`src/rtl/apb_pkg.sv`:
```
// Shared types and defaults for the APB completer and its register bank.
package apb_pkg;

  typedef enum logic [1:0] {
    IDLE = 2'd0,
    WAIT = 2'd1,
    DONE = 2'd2
  } apb_state_e;

  localparam int APB_AW_DEF      = 32;
  localparam int APB_DW_DEF      = 32;
  localparam int NUM_REGS_DEF    = 8;
  localparam int WAIT_STATES_DEF = 0;

  localparam logic [31:0] APB_ID_VALUE = 32'hA9B0_0001;

endpackage

```
`src/rtl/apb_reg_bank.sv`:
```
// Word-addressed register bank: word 0 is a read-only ID, the rest are RW and reset to 0.
module apb_reg_bank
  import apb_pkg::*;
#(
  parameter int                APB_AW   = APB_AW_DEF,
  parameter int                APB_DW   = APB_DW_DEF,
  parameter int                NUM_REGS = NUM_REGS_DEF,
  parameter logic [APB_DW-1:0] ID_VALUE = APB_ID_VALUE
) (
  input  logic                        clk,
  input  logic                        reset_n,
  input  logic                        wr_en,
  input  logic [$clog2(NUM_REGS)-1:0] wr_idx,
  input  logic [APB_DW-1:0]           wr_data,
  input  logic [$clog2(NUM_REGS)-1:0] rd_idx,
  output logic [APB_DW-1:0]           rd_data,
  input  logic [APB_AW-1:0]           addr,
  output logic                        in_range
);

  localparam int IDX_W = $clog2(NUM_REGS);

  logic [APB_DW-1:0] regs_r [NUM_REGS];
  logic              unused_addr_bits;

  // Index and byte-lane bits are decoded by the caller; only the upper bits matter here.
  assign unused_addr_bits = ^addr[IDX_W+1:0];

  // Address is in range when every bit above the word index is zero.
  always_comb begin
    in_range = 1'b0;
    if (addr[APB_AW-1:IDX_W+2] == {(APB_AW-IDX_W-2){1'b0}}) begin
      in_range = 1'b1;
    end else begin
      in_range = 1'b0;
    end
  end

  // Register storage; slot 0 is never written so the ID word stays constant.
  always_ff @(posedge clk or negedge reset_n) begin
    if (!reset_n) begin
      for (int i = 0; i < NUM_REGS; i++) begin
        regs_r[i] <= {APB_DW{1'b0}};
      end
    end else if (wr_en && (wr_idx != {IDX_W{1'b0}})) begin
      regs_r[wr_idx] <= wr_data;
    end
  end

  // Combinational read port with the ID word substituted at index 0.
  always_comb begin
    rd_data = {APB_DW{1'b0}};
    if (rd_idx == {IDX_W{1'b0}}) begin
      rd_data = ID_VALUE;
    end else begin
      rd_data = regs_r[rd_idx];
    end
  end

endmodule

```
`src/rtl/apb_completer.sv`:
```
// APB completer: wait-state FSM, registered pready/prdata, backed by apb_reg_bank.
module apb_completer
  import apb_pkg::*;
#(
  parameter int                APB_AW      = APB_AW_DEF,
  parameter int                APB_DW      = APB_DW_DEF,
  parameter int                NUM_REGS    = NUM_REGS_DEF,
  parameter int                WAIT_STATES = WAIT_STATES_DEF,
  parameter logic [APB_DW-1:0] ID_VALUE    = APB_ID_VALUE
) (
  input  logic              clk,
  input  logic              reset_n,
  input  logic              psel,
  input  logic              penable,
  input  logic              pwrite,
  input  logic [APB_AW-1:0] paddr,
  input  logic [APB_DW-1:0] pwdata,
  output logic [APB_DW-1:0] prdata,
  output logic              pready
);

  localparam int         IDX_W = $clog2(NUM_REGS);
  localparam logic [3:0] WS    = 4'(WAIT_STATES);

  apb_state_e        state_r, state_s;
  logic [3:0]        wcnt_r, wcnt_s;
  logic              pready_r;
  logic [APB_DW-1:0] prdata_r, prdata_s;
  logic [IDX_W-1:0]  idx_s;
  logic [APB_DW-1:0] bank_rdata_s;
  logic              in_range_s;
  logic              wr_en_s;

  assign idx_s = paddr[IDX_W+1:2];

  apb_reg_bank #(
    .APB_AW   (APB_AW),
    .APB_DW   (APB_DW),
    .NUM_REGS (NUM_REGS),
    .ID_VALUE (ID_VALUE)
  ) u_bank (
    .clk      (clk),
    .reset_n  (reset_n),
    .wr_en    (wr_en_s),
    .wr_idx   (idx_s),
    .wr_data  (pwdata),
    .rd_idx   (idx_s),
    .rd_data  (bank_rdata_s),
    .addr     (paddr),
    .in_range (in_range_s)
  );

  // Commit only on the completing edge, so an aborted transfer never writes.
  always_comb begin
    wr_en_s = 1'b0;
    if (psel && penable && pwrite && pready_r && in_range_s) begin
      wr_en_s = 1'b1;
    end else begin
      wr_en_s = 1'b0;
    end
  end

  // Next-state and wait-counter logic; the counter loads at setup and stops at 1.
  always_comb begin
    state_s = state_r;
    wcnt_s  = wcnt_r;
    case (state_r)
      IDLE: begin
        if (psel && !penable) begin
          wcnt_s = WS;
          if (WS == 4'd0) begin
            state_s = DONE;
          end else begin
            state_s = WAIT;
          end
        end else begin
          state_s = IDLE;
        end
      end
      WAIT: begin
        if (!psel) begin
          state_s = IDLE;
        end else if (penable) begin
          if (wcnt_r <= 4'd1) begin
            state_s = DONE;
          end else begin
            wcnt_s = wcnt_r - 4'd1;
          end
        end else begin
          state_s = WAIT;
        end
      end
      DONE: begin
        state_s = IDLE;
      end
      default: begin
        state_s = IDLE;
      end
    endcase
  end

  // Read data is captured on entry to DONE and is zero in every other cycle.
  always_comb begin
    prdata_s = {APB_DW{1'b0}};
    if ((state_s == DONE) && (state_r != DONE) && !pwrite && in_range_s) begin
      prdata_s = bank_rdata_s;
    end else begin
      prdata_s = {APB_DW{1'b0}};
    end
  end

  // State, counter and registered outputs.
  always_ff @(posedge clk or negedge reset_n) begin
    if (!reset_n) begin
      state_r  <= IDLE;
      wcnt_r   <= 4'd0;
      pready_r <= 1'b0;
      prdata_r <= {APB_DW{1'b0}};
    end else begin
      state_r  <= state_s;
      wcnt_r   <= wcnt_s;
      pready_r <= (state_s == DONE);
      prdata_r <= prdata_s;
    end
  end

  assign pready = pready_r;
  assign prdata = prdata_r;

endmodule

```
`config.mk`:
```
export PLATFORM = sky130hd
export DESIGN_NAME = apb_completer
export DESIGN_NICKNAME = d
export VERILOG_FILES = /design/src/rtl/apb_pkg.sv /design/src/rtl/apb_reg_bank.sv /design/src/rtl/apb_completer.sv
export SDC_FILE = /design/constraint.sdc
export NUM_CORES = 1
export LEC_CHECK = 0
export ABC_AREA = 1
export BUFFER_PORTS_ARGS = -buffer_cell sky130_fd_sc_hd__clkbuf_2
export CAP_MARGIN = 20
export CORE_UTILIZATION = 45
export DETAILED_ROUTE_END_ITERATION = 8
export PLACE_DENSITY = 0.68
export SLEW_MARGIN = 5
export SYNTH_ARGS = -nofsm -noshare
export SYNTH_HDL_FRONTEND = slang
export SYNTH_SLANG_ARGS = --single-unit
```
`constraint.sdc`:
```
create_clock -name clk -period 2.8 [get_ports clk]
set_input_delay 0.42 -clock clk [delete_from_list [all_inputs] [get_ports clk]]
set_output_delay 0.42 -clock clk [all_outputs]
set_load 0.05 [all_outputs]
```
[Yosys cells after proc, flatten, opt, wreduce, memory -nomap -nowiden]
Index checks and enable logic that the tools add are counted.
Word-level totals
  output and inout port bits: 33
  logic and storage cells: 62
  input bits: 69
  bits in registers: 295
Cells by class
  eq/ne operators: 7
  bitwise logic cells: 1
  $lt $le $gt $ge: 3
  multiplexer cells: 20
  $add $sub $neg: 1
  reductions and logical operators: 18
Operator list (number)
  bitwise mux 256 bit: 1
  two-way mux 32 bit: 5
  binary-select mux 32 bit (select 3 bit): 1
  demux 32 bit (select 3 bit): 1
  logical NOT 27 bit: 1
  two-way mux 4 bit: 4
  logical AND 1 bit: 10
  != test 2 bit (second input constant): 5
  two-way mux 2 bit: 4
  one-hot mux 4 bit (2 select lines): 1
  AND reduction 5 bit: 1
  greater-or-equal comparator 4 bit (second input constant): 1
  less-or-equal comparator 4 x 1 -> 1 bit (second input constant): 1
  < comparator 4 x 1 -> 1 bit (second input constant): 1
  NOT 3 -> 4 bit: 1
  one-hot mux 2 bit (2 select lines): 1
  subtractor 4 x 1 -> 4 bit (second input constant): 1
  logical NOT 3 bit: 1
  nonzero test 3 bit: 1
  == test 2 x 1 -> 1 bit (second input constant): 1
  == test 2 bit (second input constant): 1
  logical NOT 1 bit: 2
  logical NOT 2 bit: 1
  two-way mux 1 bit: 2
  nonzero test 2 bit: 1

[Depth between registers and ports, before layout]
  depth in word-level cells: 10
  depth in mapped cells: 10
  gate-level depth less buffers: 8

[Cells and area by module]
From an unflattened synthesis, not the netlist that was laid out.
Unflattened totals
  cell total of the unflattened synthesis: 1781
  area total of the unflattened synthesis: 13952.1 sq um
Modules (own cells, without submodules)
  apb_reg_bank: cells each 1625, instances 1, seq. area each 6406.1 sq um, area an instance 12151.7 sq um
  apb_completer: cells each 156, instances 1, seq. area each 975.9 sq um, area an instance 1800.5 sq um

[Worst setup path before layout]
No wires, ideal clock.
  path type: input-to-reg
  start point: in paddr[4]
  end point: reg u_bank.regs_r[193] (netlist bit)
  path slack: 1.168 ns
  arrival time: 1.515 ns
  path buffers: 3
  setup time: 0.117 ns
  required time: 2.683 ns
  stages: 10
  path through: buf_2 nor2_4 nand2_2 nand4_1 inv_2 buf_4 nand3_2 buf_2 nand2_1 nand2_1
Between the ends
  cells in the longest elaborated chain, start to end: 6
  elaborated cells on any way between the ends: 9
  those cells by class: 2 x order compare; 3 x mux; 1 x bitwise; 3 x reduce/logical
Ends and longest elaborated chain
  start, declared: RTL line apb_completer.sv:16  | input logic [APB_AW-1:0] paddr,
  NOT 3 -> 4 bit (implied by the code): RTL line apb_reg_bank.sv:46  | regs_r[wr_idx] <= wr_data;
  greater-or-equal comparator 4 bit (implied by the code) / < comparator 4 x 1 -> 1 bit (equally long branches): RTL line apb_reg_bank.sv:46
  logical AND 1 bit (implied by the code): RTL line apb_reg_bank.sv:46
  two-way mux 32 bit (implied by the code): RTL line apb_reg_bank.sv:46
  demux 32 bit (select 3 bit): RTL line apb_reg_bank.sv:46
  bitwise mux 256 bit: RTL line apb_reg_bank.sv:46
  end signal, assigned by index: RTL line apb_reg_bank.sv:43  | regs_r[i] <= {APB_DW{1'b0}};
  end signal, assigned by index: RTL line apb_reg_bank.sv:46
  end, declared: RTL line apb_reg_bank.sv:23  | logic [APB_DW-1:0] regs_r [NUM_REGS];
Parallel ways exist; a longest one is shown, timed or not.
A chain may end at the register's enable or synchronous reset.

[Final worst setup path]
  start point: in paddr[4]
  end point: reg u_bank.regs_r[147] (netlist bit)
Same word-level chain as after synthesis.

==> run_results.csv <==
group,metric,value,unit
status,status,"completed",
yosys,async_flop_share,100.0,%
clocking,clock_latency,520,ps
placement,place_area,14420,sq um
min_path,worst_hold_path_type,"in2reg",
yosys,synth-warning-count,0,
sta,fin_hold_ws,190.4,ps
placement,dpl.cell_count,2091,
sta,hold_viol,0,
yosys,synth.area.mux_share,0,%
clocking,cts.sinks,287,
yosys,synth_area_leaders,"dfrtp_1 (53%), nand2_1 (21%), nand4_1 (11%)",
drt,post-route-drc-count,0,
critical_path,crit_path_max_fanout,18,
clocking,cts_resized,0,
die,initial_core_util,45.62,%
critical_path,critPathArrivalTime,2280,ps
die,fp.dieW,175.3,um
clocking,path_clk_slew,50,ps
global_routing,met2_usage,42.53,%
yosys,synth_cells,1707,
drt,drt_iter0_drc,1153,
sta,fmax,529.1,MHz
sta,finalCriticalPeriod,1890,ps
yosys,synth-adder-area-share,0.1851,%
sta,worst_pin_slew,671.9,ps
die,core,29640,sq um
power_and_ir_drop,p_per_area,579.6,nW/um^2
die,io_pins,102,
yosys,synthSimpleGateAreaFrac,34.84,%
placement,place_ws,409.3,ps
yosys,synth_top_area_share,53.11,%
critical_path,critPathKind,"in2reg",
final_layout,layout-drive-gt1-share,12.93,%
critical_path,startpoint_type,"primary input",
global_routing,top_usage_layer,"met2",
sta,drv_slew,0,
drt,dr.pass1.iters,7,
drt,routed_wl,39.39,mm
yosys,avgSynthCellArea,7.921,sq um
global_routing,use_met1,36.30,%
clocking,clock_path_buffers,3,
die,dieHeight,175.3,um
final_layout,final_cell_area,15530,sq um
global_routing,grt_pass1_vias,11640,
critical_path,critical_path_required,3190,ps
die,dieArea,30750,sq um
yosys,synth_xor_xnor_area_share,0.1295,%
placement,dpl.hpwl,22.27,mm
final_layout,syn_to_final_growth,14.89,%
critical_path,crit_chain,"clkbuf_2, inv_2, nand2_1, nor2_4, buf_4, nand3_1, buf_4, nand2_1, nand2_1",
yosys,ys_ff_latch,287,
yosys,synth_ff_type,"dfrtp_1",
yosys,syn-cell-area,13520,sq um
die,rows,63,
global_routing,grt_max_degree,100,
global_routing,grtUsageTotal,26.15,%
drt,postRouteAntennaNets,0,
critical_path,max_stage_delay,470,ps
drt,vias,12271,
yosys,synth_edf_count,0,
final_layout,fin_util,52.41,%
clocking,cts_root_buf,"clkbuf_16",
run,cap_violations,0,
yosys,synthesis.nets,1778,
sta,final.setup.tns,0,ps
sta,slew_headroom,55.10,%
final_layout,fin_nets,1809,
yosys,synth-compound-area-share,5.987,%
sta,min_period_over_period,67.50,%
yosys,synth_top_area_cell,"dfrtp_1",
critical_path,end_kind,"flop",
sta,rsz0062_at_grt,"false",
clocking,cts_tree,"done",
final_layout,instances_no_fill,2154,
sta,worst_slack,909.9,ps
drt,vias_per_cell,5.697,
sta,finClkSkew,16.75,ps
critical_path,crit_top_cell,"nand2_1",
clocking,h-tree-depth,2,
global_routing,grt_pass1_wl,63.65,mm
placement,gp_congestion,0.8099,
yosys,ys_seq_area_share,53.11,%
yosys,synth_cell_types,26,
global_routing,antenna_found_initial,1,
sta,setup_viol_count_final,0,
power_and_ir_drop,p_leak,7.862,nW
clocking,cts_made_buffers,34,
power_and_ir_drop,ir_drop,0.4547,mV
placement,io_buffer_count,99,
global_routing,gr-total-overflow,0,
yosys,synth_top_family_by_area,"simple AND/OR/NAND/NOR gates",
drt,wire_per_inst,18.29,um
final_layout,n_antenna_cell,0,
power_and_ir_drop,finalPower,9.004,mW
global_routing,gr-usage-met3,3.961,%
critical_path,cp_slowest_cell,"inv_2",
## metal layers
layer / share of wire [%] / up-vias
met5: 0.028 / -
met4: 2.0 / 2
met3: 7.6 / 60
met2: 48 / 510
met1: 42 / 5980
li1: - / 5719
## critical path: cells and delay by family
kind | cells | cell delay (ps)
buffers and inverters | 4 | 1200
and+or+nand+nor | 5 | 630
## cell families (layout without fill, tap and decap cells)
group | Yosys count | count (layout)
xor+xnor | 2 | 2
buf+inv | 177 | 234
fa+ha+maj | 2 | 2
simple gates | 1078 | 1078
compound gates | 161 | 161
flops | 287 | 287
## cell type report
class	count	area, sq um
fill	2856	14100
sequential	287	7182
multi-input combinational	1243	5612
timing repair buffer	160	1094
clock buffer	52	1022
tap	390	488.0
clock inverter	10	86.33
inverter	12	51.30
## Yosys cell counts (all sizes together), types with 4 or more instances
library cell / count
inv: 12
nor2: 67
nand2: 757
nor3: 4
buf: 88
dfrtp: 287
nand3: 16
o21ai: 61
a21oi: 98
nand4: 233
clkbuf: 77
## placed cells by master, fill, tap and decap left out, types with 2 or more instances in the layout
| master | n |
|---|---|
| nand2_1 | 756 |
| dfrtp_1 | 287 |
| nand4_1 | 233 |
| a21oi_1 | 98 |
| clkbuf_2 | 97 |
| nor2_1 | 61 |
| buf_4 | 51 |
| clkbuf_16 | 37 |
| o21ai_1 | 33 |
| o21ai_0 | 28 |
| nand3_1 | 12 |
| clkbuf_1 | 11 |
| buf_12 | 10 |
| inv_1 | 8 |
| nor2_4 | 6 |
| clkinv_2 | 6 |
| nand3_2 | 4 |
| clkbuf_8 | 4 |
| nor3_4 | 3 |
| clkinvlp_4 | 3 |
| inv_6 | 2 |
| xor2_1 | 2 |
| inv_2 | 2 |
| ha_1 | 2 |
## state kept, by name (all words and copies together), names as in the netlist
| register | count |
|---|---|
| prdata | 32 |
| pready | 1 |
| u_bank.regs_r | 248 |
| wcnt_r | 4 |
| state_r | 2 |
## timing repair
action / in CTS / in global routing
endpoints found under the hold margin: 75 / 0
buffers inserted: 0 / 0
hold buffers: 1 / 0
## report_power, final
group	internal, mW	switching (mW)
clock	2.62	1.74
combinational	0.104	0.383
sequential	4.15	0.00299
## path summary, 6_finish.rpt
check	startpoint	to	slack (ps)	cells past startpoint
worst max-delay path	paddr[4]	u_bank.regs_r[147]$_DFFE_PN0P_	910	9
worst min-delay path	psel	state_r[0]$_DFF_PN0_	190	3
worst max register to register	wcnt_r[0]$_DFFE_PN0P_	prdata[19]$_DFF_PN0_	1000	7
worst min register to register	u_bank.regs_r[243]$_DFFE_PN0P_	u_bank.regs_r[243]$_DFFE_PN0P_	370	0
max in group asynchronous	reset_n	u_bank.regs_r[57]$_DFFE_PN0P_	1480	3
min in group asynchronous	reset_n	u_bank.regs_r[166]$_DFFE_PN0P_	490	2
No activity file was read; power rests on OpenSTA's default activity.
